File: src/rtl/mux_pipe_bank_pkg.sv
// Shared types and helpers for the pipelined source-select mux bank.
package mux_pipe_pkg;

  // Number of beats currently held by the bank (main register plus skid).
  typedef enum logic [1:0] {
    OCC_EMPTY = 2'd0,
    OCC_ONE   = 2'd1,
    OCC_FULL  = 2'd2
  } occ_e;

  // Select field width for an NIN-way mux; never narrower than one bit.
  function automatic int unsigned sel_width(input int unsigned nin);
    return (nin > 1) ? unsigned'($clog2(nin)) : 1;
  endfunction

  // Select index clamped to source 0 when out of range; the caller masks data.
  function automatic int unsigned safe_sel(input int unsigned s, input int unsigned nin);
    return (s < nin) ? s : 0;
  endfunction

endpackage

File: src/rtl/mux_pipe_bank_if.sv
// Handshake and data bundle between decode, the mux bank and execute.
interface mux_pipe_bank_if
  import mux_pipe_pkg::*;
#(
  parameter int unsigned NCH = 7,
  parameter int unsigned NIN = 2,
  parameter int unsigned W   = 12
);
  localparam int unsigned SELW = sel_width(NIN);

  logic                    in_valid;
  logic                    in_ready;
  logic [NCH*SELW-1:0]     sel;
  logic [NCH*NIN*W-1:0]    data;
  logic                    flush;
  logic                    out_valid;
  logic                    out_ready;
  logic [NCH*W-1:0]        out_data;
  logic [1:0]              occ;
  logic [NCH-1:0]          err_ch;
  logic                    clr_err;

  modport master (
    output in_valid, sel, data, flush, out_ready, clr_err,
    input  in_ready, out_valid, out_data, occ, err_ch
  );

  modport slave (
    input  in_valid, sel, data, flush, out_ready, clr_err,
    output in_ready, out_valid, out_data, occ, err_ch
  );
endinterface

File: src/rtl/mux_pipe_bank_chan_sel.sv
// One channel: combinational NIN:1 select of W-bit sources with range error.
module mux_chan_sel
  import mux_pipe_pkg::*;
#(
  parameter int unsigned NIN  = 2,
  parameter int unsigned W    = 12,
  parameter int unsigned SELW = 1
) (
  input  logic [SELW-1:0]  sel_i,
  input  logic [NIN*W-1:0] src_i,
  output logic [W-1:0]     res_o,
  output logic             err_o
);
  logic [31:0] idx;

  // Out-of-range selects yield zero data and raise the error bit.
  always_comb begin
    err_o = (32'(sel_i) >= NIN);
    idx   = safe_sel(32'(sel_i), NIN);
    res_o = '0;
    for (int unsigned k = 0; k < NIN; k++) begin
      if (!err_o && idx == k) res_o = src_i[k*W +: W];
    end
  end
endmodule

File: src/rtl/mux_pipe_bank.sv
// NCH-channel select bank behind a valid/ready stage with a one-beat skid.
module mux_pipe_bank
  import mux_pipe_pkg::*;
#(
  parameter int unsigned NCH = 7,
  parameter int unsigned NIN = 2,
  parameter int unsigned W   = 12
) (
  input  logic           Clk,
  input  logic           Reset_n,
  mux_pipe_bank_if.slave bus
);
  localparam int unsigned SELW = sel_width(NIN);

  logic [NCH*W-1:0] res;
  logic [NCH-1:0]   res_err;

  for (genvar c = 0; c < NCH; c++) begin : g_ch
    mux_chan_sel #(.NIN(NIN), .W(W), .SELW(SELW)) u_sel (
      .sel_i (bus.sel[c*SELW +: SELW]),
      .src_i (bus.data[c*NIN*W +: NIN*W]),
      .res_o (res[c*W +: W]),
      .err_o (res_err[c])
    );
  end

  occ_e             occ_q, occ_d;
  logic [NCH*W-1:0] m_q, m_d;
  logic [NCH*W-1:0] s_q, s_d;
  logic [NCH-1:0]   err_q, err_d;
  logic             live_q;
  logic             out_valid, in_ready, accept, pop;

  assign out_valid = (occ_q != OCC_EMPTY);
  // Ready depends only on registered state, never on out_ready.
  assign in_ready  = live_q && (occ_q != OCC_FULL);
  assign accept    = bus.in_valid && in_ready;
  assign pop       = out_valid && bus.out_ready;

  assign bus.out_valid = out_valid;
  assign bus.in_ready  = in_ready;
  assign bus.out_data  = m_q;
  assign bus.occ       = occ_q;
  assign bus.err_ch    = err_q;

  // Register occupancy, main/skid beats, sticky errors and post-reset ready.
  always_ff @(posedge Clk) begin
    if (!Reset_n) begin
      occ_q  <= OCC_EMPTY;
      m_q    <= '0;
      s_q    <= '0;
      err_q  <= '0;
      live_q <= 1'b0;
    end else begin
      occ_q  <= occ_d;
      m_q    <= m_d;
      s_q    <= s_d;
      err_q  <= err_d;
      live_q <= 1'b1;
    end
  end

  // Next occupancy, beat movement between skid and main, error update.
  always_comb begin
    occ_d = occ_q;
    m_d   = m_q;
    s_d   = s_q;
    case (occ_q)
      OCC_EMPTY: begin
        if (accept) begin
          m_d   = res;
          occ_d = OCC_ONE;
        end
      end
      OCC_ONE: begin
        if (accept && pop) begin
          m_d = res;
        end else if (accept) begin
          s_d   = res;
          occ_d = OCC_FULL;
        end else if (pop) begin
          occ_d = OCC_EMPTY;
        end
      end
      OCC_FULL: begin
        if (pop) begin
          m_d   = s_q;
          occ_d = OCC_ONE;
        end
      end
      default: occ_d = OCC_EMPTY;
    endcase
    // Flush empties the bank but leaves M untouched so out_data holds.
    if (bus.flush) begin
      occ_d = OCC_EMPTY;
      m_d   = m_q;
      s_d   = s_q;
    end
    // A new error on an accepted, non-flushed beat outranks clr_err.
    err_d = (bus.clr_err ? '0 : err_q) | ((accept && !bus.flush) ? res_err : '0);
  end
endmodule
File: src/flat_wrapper.sv
// flat-port wrapper written by rule: the top's interface ports become plain ports
module mux_pipe_bank_flat import mux_pipe_pkg::*;
#(
  parameter int unsigned NCH = 7,
  parameter int unsigned NIN = 2,
  parameter int unsigned W   = 12
)
  (Clk, Reset_n, bus_in_valid, bus_sel, bus_data, bus_flush, bus_out_ready, bus_clr_err, bus_in_ready, bus_out_valid, bus_out_data, bus_occ, bus_err_ch);
  mux_pipe_bank_if #(.NCH(NCH), .NIN(NIN), .W(W)) bus_i ();
  input  logic Clk;
  input  logic Reset_n;
  input wire logic [$bits(bus_i.in_valid)-1:0] bus_in_valid;
  input wire logic [$bits(bus_i.sel)-1:0] bus_sel;
  input wire logic [$bits(bus_i.data)-1:0] bus_data;
  input wire logic [$bits(bus_i.flush)-1:0] bus_flush;
  input wire logic [$bits(bus_i.out_ready)-1:0] bus_out_ready;
  input wire logic [$bits(bus_i.clr_err)-1:0] bus_clr_err;
  output wire logic [$bits(bus_i.in_ready)-1:0] bus_in_ready;
  output wire logic [$bits(bus_i.out_valid)-1:0] bus_out_valid;
  output wire logic [$bits(bus_i.out_data)-1:0] bus_out_data;
  output wire logic [$bits(bus_i.occ)-1:0] bus_occ;
  output wire logic [$bits(bus_i.err_ch)-1:0] bus_err_ch;
  assign bus_i.in_valid = bus_in_valid;
  assign bus_i.sel = bus_sel;
  assign bus_i.data = bus_data;
  assign bus_i.flush = bus_flush;
  assign bus_i.out_ready = bus_out_ready;
  assign bus_i.clr_err = bus_clr_err;
  assign bus_in_ready = bus_i.in_ready;
  assign bus_out_valid = bus_i.out_valid;
  assign bus_out_data = bus_i.out_data;
  assign bus_occ = bus_i.occ;
  assign bus_err_ch = bus_i.err_ch;
  mux_pipe_bank #(.NCH(NCH), .NIN(NIN), .W(W)) u_core (.Clk(Clk), .Reset_n(Reset_n), .bus(bus_i));
endmodule
File: config.mk
export PLATFORM = sky130hd
export DESIGN_NAME = mux_pipe_bank_flat
export DESIGN_NICKNAME = d
export VERILOG_FILES = /design/src/rtl/mux_pipe_bank_pkg.sv /design/src/rtl/mux_pipe_bank_if.sv /design/src/rtl/mux_pipe_bank_chan_sel.sv /design/src/rtl/mux_pipe_bank.sv /design/src/flat_wrapper.sv
export SDC_FILE = /design/constraint.sdc
export NUM_CORES = 1
export LEC_CHECK = 0
export ABC_AREA = 1
export BUFFER_PORTS_ARGS = -buffer_cell sky130_fd_sc_hd__buf_2
export CAP_MARGIN = 20
export CELL_PAD_IN_SITES_DETAIL_PLACEMENT = 1
export CELL_PAD_IN_SITES_GLOBAL_PLACEMENT = 1
export CORE_UTILIZATION = 37
export DETAILED_ROUTE_END_ITERATION = 10
export GPL_ROUTABILITY_DRIVEN = 0
export HOLD_SLACK_MARGIN = 0.12
export PLACE_DENSITY = 0.95
export REMOVE_ABC_BUFFERS = 1
export SLEW_MARGIN = 20
export SYNTH_ARGS = -nofsm -noshare
export SYNTH_HDL_FRONTEND = slang
export SYNTH_SLANG_ARGS = --single-unit
File: constraint.sdc
create_clock -name Clk -period 3.34 [get_ports Clk]
set_clock_uncertainty 0.1 [all_clocks]
set_input_delay 0.334 -clock Clk [delete_from_list [all_inputs] [get_ports Clk]]
set_output_delay 0.334 -clock Clk [all_outputs]
set_load 0.01 [all_outputs]
* After elaboration in Yosys (flattened, before gate mapping)
Cells that the tools add are included.
Word-level totals: register bits 171, latch bits 0, memory bits (writable) 0, memory bits (read-only) 0, input bits 181, output and inout bits 95, word-level logic and storage cells 44, memories 0
Operators by class: add/sub/neg operators 0, $mul 0, div/mod/pow operators 0, magnitude comparators 0, eq/ne operators 8, shift operators 0, muxes and demuxes 18, bitwise logic cells 3, reductions and logical operators 11
Operators by type and width (count):
- 84-bit 2-to-1 mux | 3
- 84-bit case mux with 3 select lines | 1
- 12-bit 2-to-1 mux | 7
- 2-bit 2-to-1 mux | 5
- 4-bit AND reduction | 2
- 2-bit by 1-bit != test with 1-bit output (second input constant) | 3
- 2-bit case mux with 3 select lines | 1
- 5-bit AND reduction | 1
- 1-bit logical AND | 4
- 2-bit != test (second input constant) | 2
- 3-bit by 1-bit != test with 1-bit output (second input constant) | 1
- 1-bit inverter | 3
- 3-bit nonzero test | 1
- 2-bit by 1-bit == test with 1-bit output (second input constant) | 1
- 2-bit == test (second input constant) | 1
- 2-bit logical NOT | 1
- 2-bit nonzero test | 1
- 2-bit OR reduction | 1
- 1-bit 2-to-1 mux | 1

* Longest topological paths before layout
depth in word-level cells 6, gate-level depth with buffers 11, mapped depth without buffers 9

* Hierarchy
Synthesis repeated with hierarchy kept, for this count alone.
Unflattened totals: cells, all modules 1614, area total of the unflattened synthesis 9570.4 µm²
By module, submodules not included:
- mux_pipe_bank | instances 1, cells an instance 1327, area an instance 8388.0 µm², sequential area each 3563.4 µm²
- mux_chan_sel | instances 7, cells an instance 41, area an instance 168.9 µm², sequential area each 0.0 µm²

* Worst setup path before layout
Ideal clock, no wire load.
path kind reg-to-reg, from reg u_core.occ_q[0], in the netlist u_core.bus.occ[0], to reg u_core.m_q[73], in the netlist u_core.bus.out_data[73], setup time 113 ps, arrival time 1465 ps, data required time 3127 ps, slack 1662 ps, stages on the path, launching flop included 12, buffers on the path 2, period minus slack after synthesis 1678 ps, cells stage by stage dfxtp_1 inv_2 nand2_4 nand3_1 nand2_1 nand3_1 nor2_2 buf_4 buf_4 nand2_1 nand2_1 nor2_1
Between the ends: word-level cells in the longest chain between the ends 6, elaborated cells between the ends (all ways) 15, classes of those cells eq/ne: 6; mux: 1; reduce/logical: 8
RTL lines:
- start, declared | line mux_pipe_bank.sv:27 | occ_e occ_q, occ_d;
- start signal, assigned | line mux_pipe_bank.sv:49 | occ_q <= OCC_EMPTY;
- start signal, assigned | line mux_pipe_bank.sv:55 | occ_q <= occ_d;
- 2-bit != test | line mux_pipe_bank.sv:36 | assign in_ready = live_q && (occ_q != OCC_FULL);
- 1-bit logical AND | line mux_pipe_bank.sv:36
- 1-bit logical AND | line mux_pipe_bank.sv:37 | assign accept = bus.in_valid && in_ready;
- 1-bit logical AND | line mux_pipe_bank.sv:76 | if (accept && pop) begin
- 2-bit by 1-bit != test with 1-bit output (no line)
- 5-bit AND reduction (no line)
- end signal, assigned | line mux_pipe_bank.sv:56 | m_q <= m_d;
- end, declared | line mux_pipe_bank.sv:28 | logic [NCH*W-1:0] m_q, m_d;
Several ways; a longest one is shown, not always the timed one. A chain may end at the register's enable or synchronous reset.

* Worst setup path after layout
from reg u_core.occ_q[0], in the netlist u_core.bus.occ[0], to reg u_core.m_q[1], in the netlist u_core.bus.out_data[1]
Same word-level chain as after synthesis.

==> flow_summary.json <==
{
  "n_antenna_cell": 0,
  "synth_top_family_by_area": "simple AND/OR/NAND/NOR gates",
  "p_sw_share_pct": 26.3,
  "cp.required_ps": 3550,
  "start_kind": "flop",
  "power_mw": 4.93,
  "p_leak_nw": 4.79,
  "antenna_found_initial": 0,
  "hold_buffers": 3,
  "drtAntennaViolNets": 0,
  "hold_viol": 0,
  "cts_root_buf": "clkbuf_16",
  "grt_pass1_vias": 8371,
  "area_growth_pct": 24.5,
  "drc": 0,
  "max_slew.worst_pin.slew_ps": 687,
  "grt-ovfl-total": 0,
  "num-fill-cells": 2994,
  "start_util_pct": 37.7,
  "synthAdderAreaFrac_pct": 0,
  "synth_xor_area_share_pct": 0,
  "rsz0062_at_grt": "false",
  "drtIter0Drc": 299,
  "drtPass1Iterations": 4,
  "r2r_start": "u_core.bus.occ[0]",
  "fp-row-count": 54,
  "clk_pin_slew_worst_paths_ps": 70,
  "crit_type": "reg2reg",
  "synthDistinctLibCells": 21,
  "fmax_mhz": 432,
  "cp_max_fo": 97,
  "synth_top_area_share_pct": 41.6,
  "fp.dieH_um": 151,
  "p_per_area_nw_per_um2": 481,
  "yosysSeqAreaShare_pct": 41.6,
  "clock_power_share_pct": 43.2,
  "wl_per_cell_um": 12.8,
  "cap_violations": 0,
  "dpl.cell_count": 1767,
  "synth-simple-area-share_pct": 23.9,
  "insertion_delay_ps": 420,
  "nets": 1690,
  "postCtsResizedCells": 0,
  "avgSynthCellArea_um2": 6.34,
  "port_buffers": 267,
  "vias": 8626,
  "ir_worst_vdd_uv": 283,
  "synth_area_leaders": "dfxtp_1, nor2_1, nand2_1",
  "end_kind": "flop",
  "drive_gt1_share_pct": 20.3,
  "hold_start": "Reset_n",
  "final_core_util_pct": 47.0,
  "dp_slack_ps": 1030,
  "cts_sinks": 171,
  "slew_violations": 0,
  "period_needed_ps": 2320,
  "critical_path_arrival_ps": 2520,
  "grt_pass1_wl_um": 37200,
  "postSynthCellCount": 1299,
  "cts_tree": "done",
  "htreeDepth": 4,
  "ys_warn_count": 0,
  "status": "complete, no violations",
  "die_w_um": 151,
  "dieArea_um2": 22800,
  "synth_compound_area_share_pct": 20.7,
  "relSlewSlack_pct": 54.2,
  "routed_wirelength_um": 23000,
  "hpwl_um": 16200,
  "numCtsBuffers": 17,
  "hold_path.class": "in2reg",
  "cts_buffer_depth": 2,
  "setup_violations": 0,
  "most-common-layout-cells": "buf_2, nor2_1, nand2_1, inv_1, dfxtp_1",
  "worst_slack_ps": 1020,
  "fin_cells": 1800,
  "cts_setup_buffers": 0,
  "ys_ff_latch": 171,
  "routed_via_density": 4.79,
  "power_frac_seq_pct": 43.6,
  "crit_start": "u_core.bus.occ[0]",
  "io_pins": 276,
  "fin_crit_sh_pct": 69.3,
  "grt_start_max_net_pins": 98,
  "syn_area_um2": 8230,
  "layout_commonest_cell": "buf_2",
  "p_comb_share_pct": 13.2,
  "yosys-mux-area-fraction_pct": 0,
  "yosysTopAreaCell": "dfxtp_1",
  "core_area_um2": 21800,
  "internal-power_mw": 3.64,
  "grt_use_total_pct": 20.1,
  "power.switching_mw": 1.30
}
Yosys cell counts:
cell type  instances
a211oi_1           1
a21oi_1          169
buf_1              3
buf_2             14
buf_4             15
buf_6              6
clkbuf_1          53
clkbuf_2           3
conb_1             1
dfxtp_1          171
inv_1            173
inv_2              2
nand2_1          255
nand2_4            1
nand3_1            3
nand3b_1           1
nand4_1            2
nor2_1           256
nor2_2             1
o21a_1             1
o21ai_0          168
metal layers:
layer | GRT usage (%) | wire [um] | vias up
li1 | - | - | 4414
met1 | 23.0 | 9990 | 3985
met2 | 36.5 | 11400 | 192
met3 | 4.22 | 1130 | 35
met4 | 7.45 | 470 | 0
met5 | 0 | 0 | -
final cells by class:
type                       instances  area [um^2]  area share (%)
multi-input combinational        865         3710            36.2
inverter                         175          657            6.41
tap                              280          350            3.42
clock inverter                    12          189            1.84
timing repair buffer             279         1490            14.5
clock buffer                      18          429            4.19
sequential                       171         3420            33.4
final timing paths:
| kind | depth (start not counted) | endpoint | slack [ps] |
|---|---|---|---|
| setup / recovery | 10 | u_core.bus.out_data[1] | 1020 |
| hold / removal | 3 | u_core.bus.out_data[42] | 240 |
| setup reg to reg | 10 | u_core.bus.out_data[1] | 1020 |
| hold reg to reg | 2 | u_core.s_q[3] | 350 |
power by group through the flow:
stage / Combinational (mW) / Clock [mW] / Sequential [mW]
3_5_place_dp: 0.652 / 0 / 2.20
5_1_grt: 0.745 / 2.26 / 2.16
2_1_floorplan: 0.313 / 0 / 2.23
6_report: 0.650 / 2.13 / 2.15
3_3_place_gp: 0.621 / 0 / 2.19
4_1_cts: 0.659 / 2.18 / 2.15
state kept, by name, summed over array words and instances (netlist names):
signal / flops
u_core.bus.occ: 2
u_core.bus.out_data: 84
u_core.live_q: 1
u_core.s_q: 84
worst max-delay path, stage by stage, from the launching register on:
cell and delay (ps):
dfxtp_1 410, inv_2 100, nand2_8 350, nand3_1 170, nand2_1 130, nand3_1 110
nor2_4 160, buf_12 350, nand2_1 110, nand2_1 80, nor2_1 40
cells by family (layout without fill, tap and decap cells):
logic type,after synthesis,after routing
buffers and inverters,269,484
and+or+nand+nor,519,519
AOI/OAI and AO/OA,339,339
DFF,171,171
other,1,7
stage by stage:
stage / cell area [um^2] / setup TNS (ps) / hold WS (ps)
global route: 10200 / 0 / 243
floorplan: 7780 / -243740 / 262
finish: 10200 / 0 / 240
CTS: 10200 / 0 / 228
global placement: 9600 / 0 / 337
detailed placement: 9600 / 0 / 347
No activity file was read; power rests on OpenSTA's default activity.
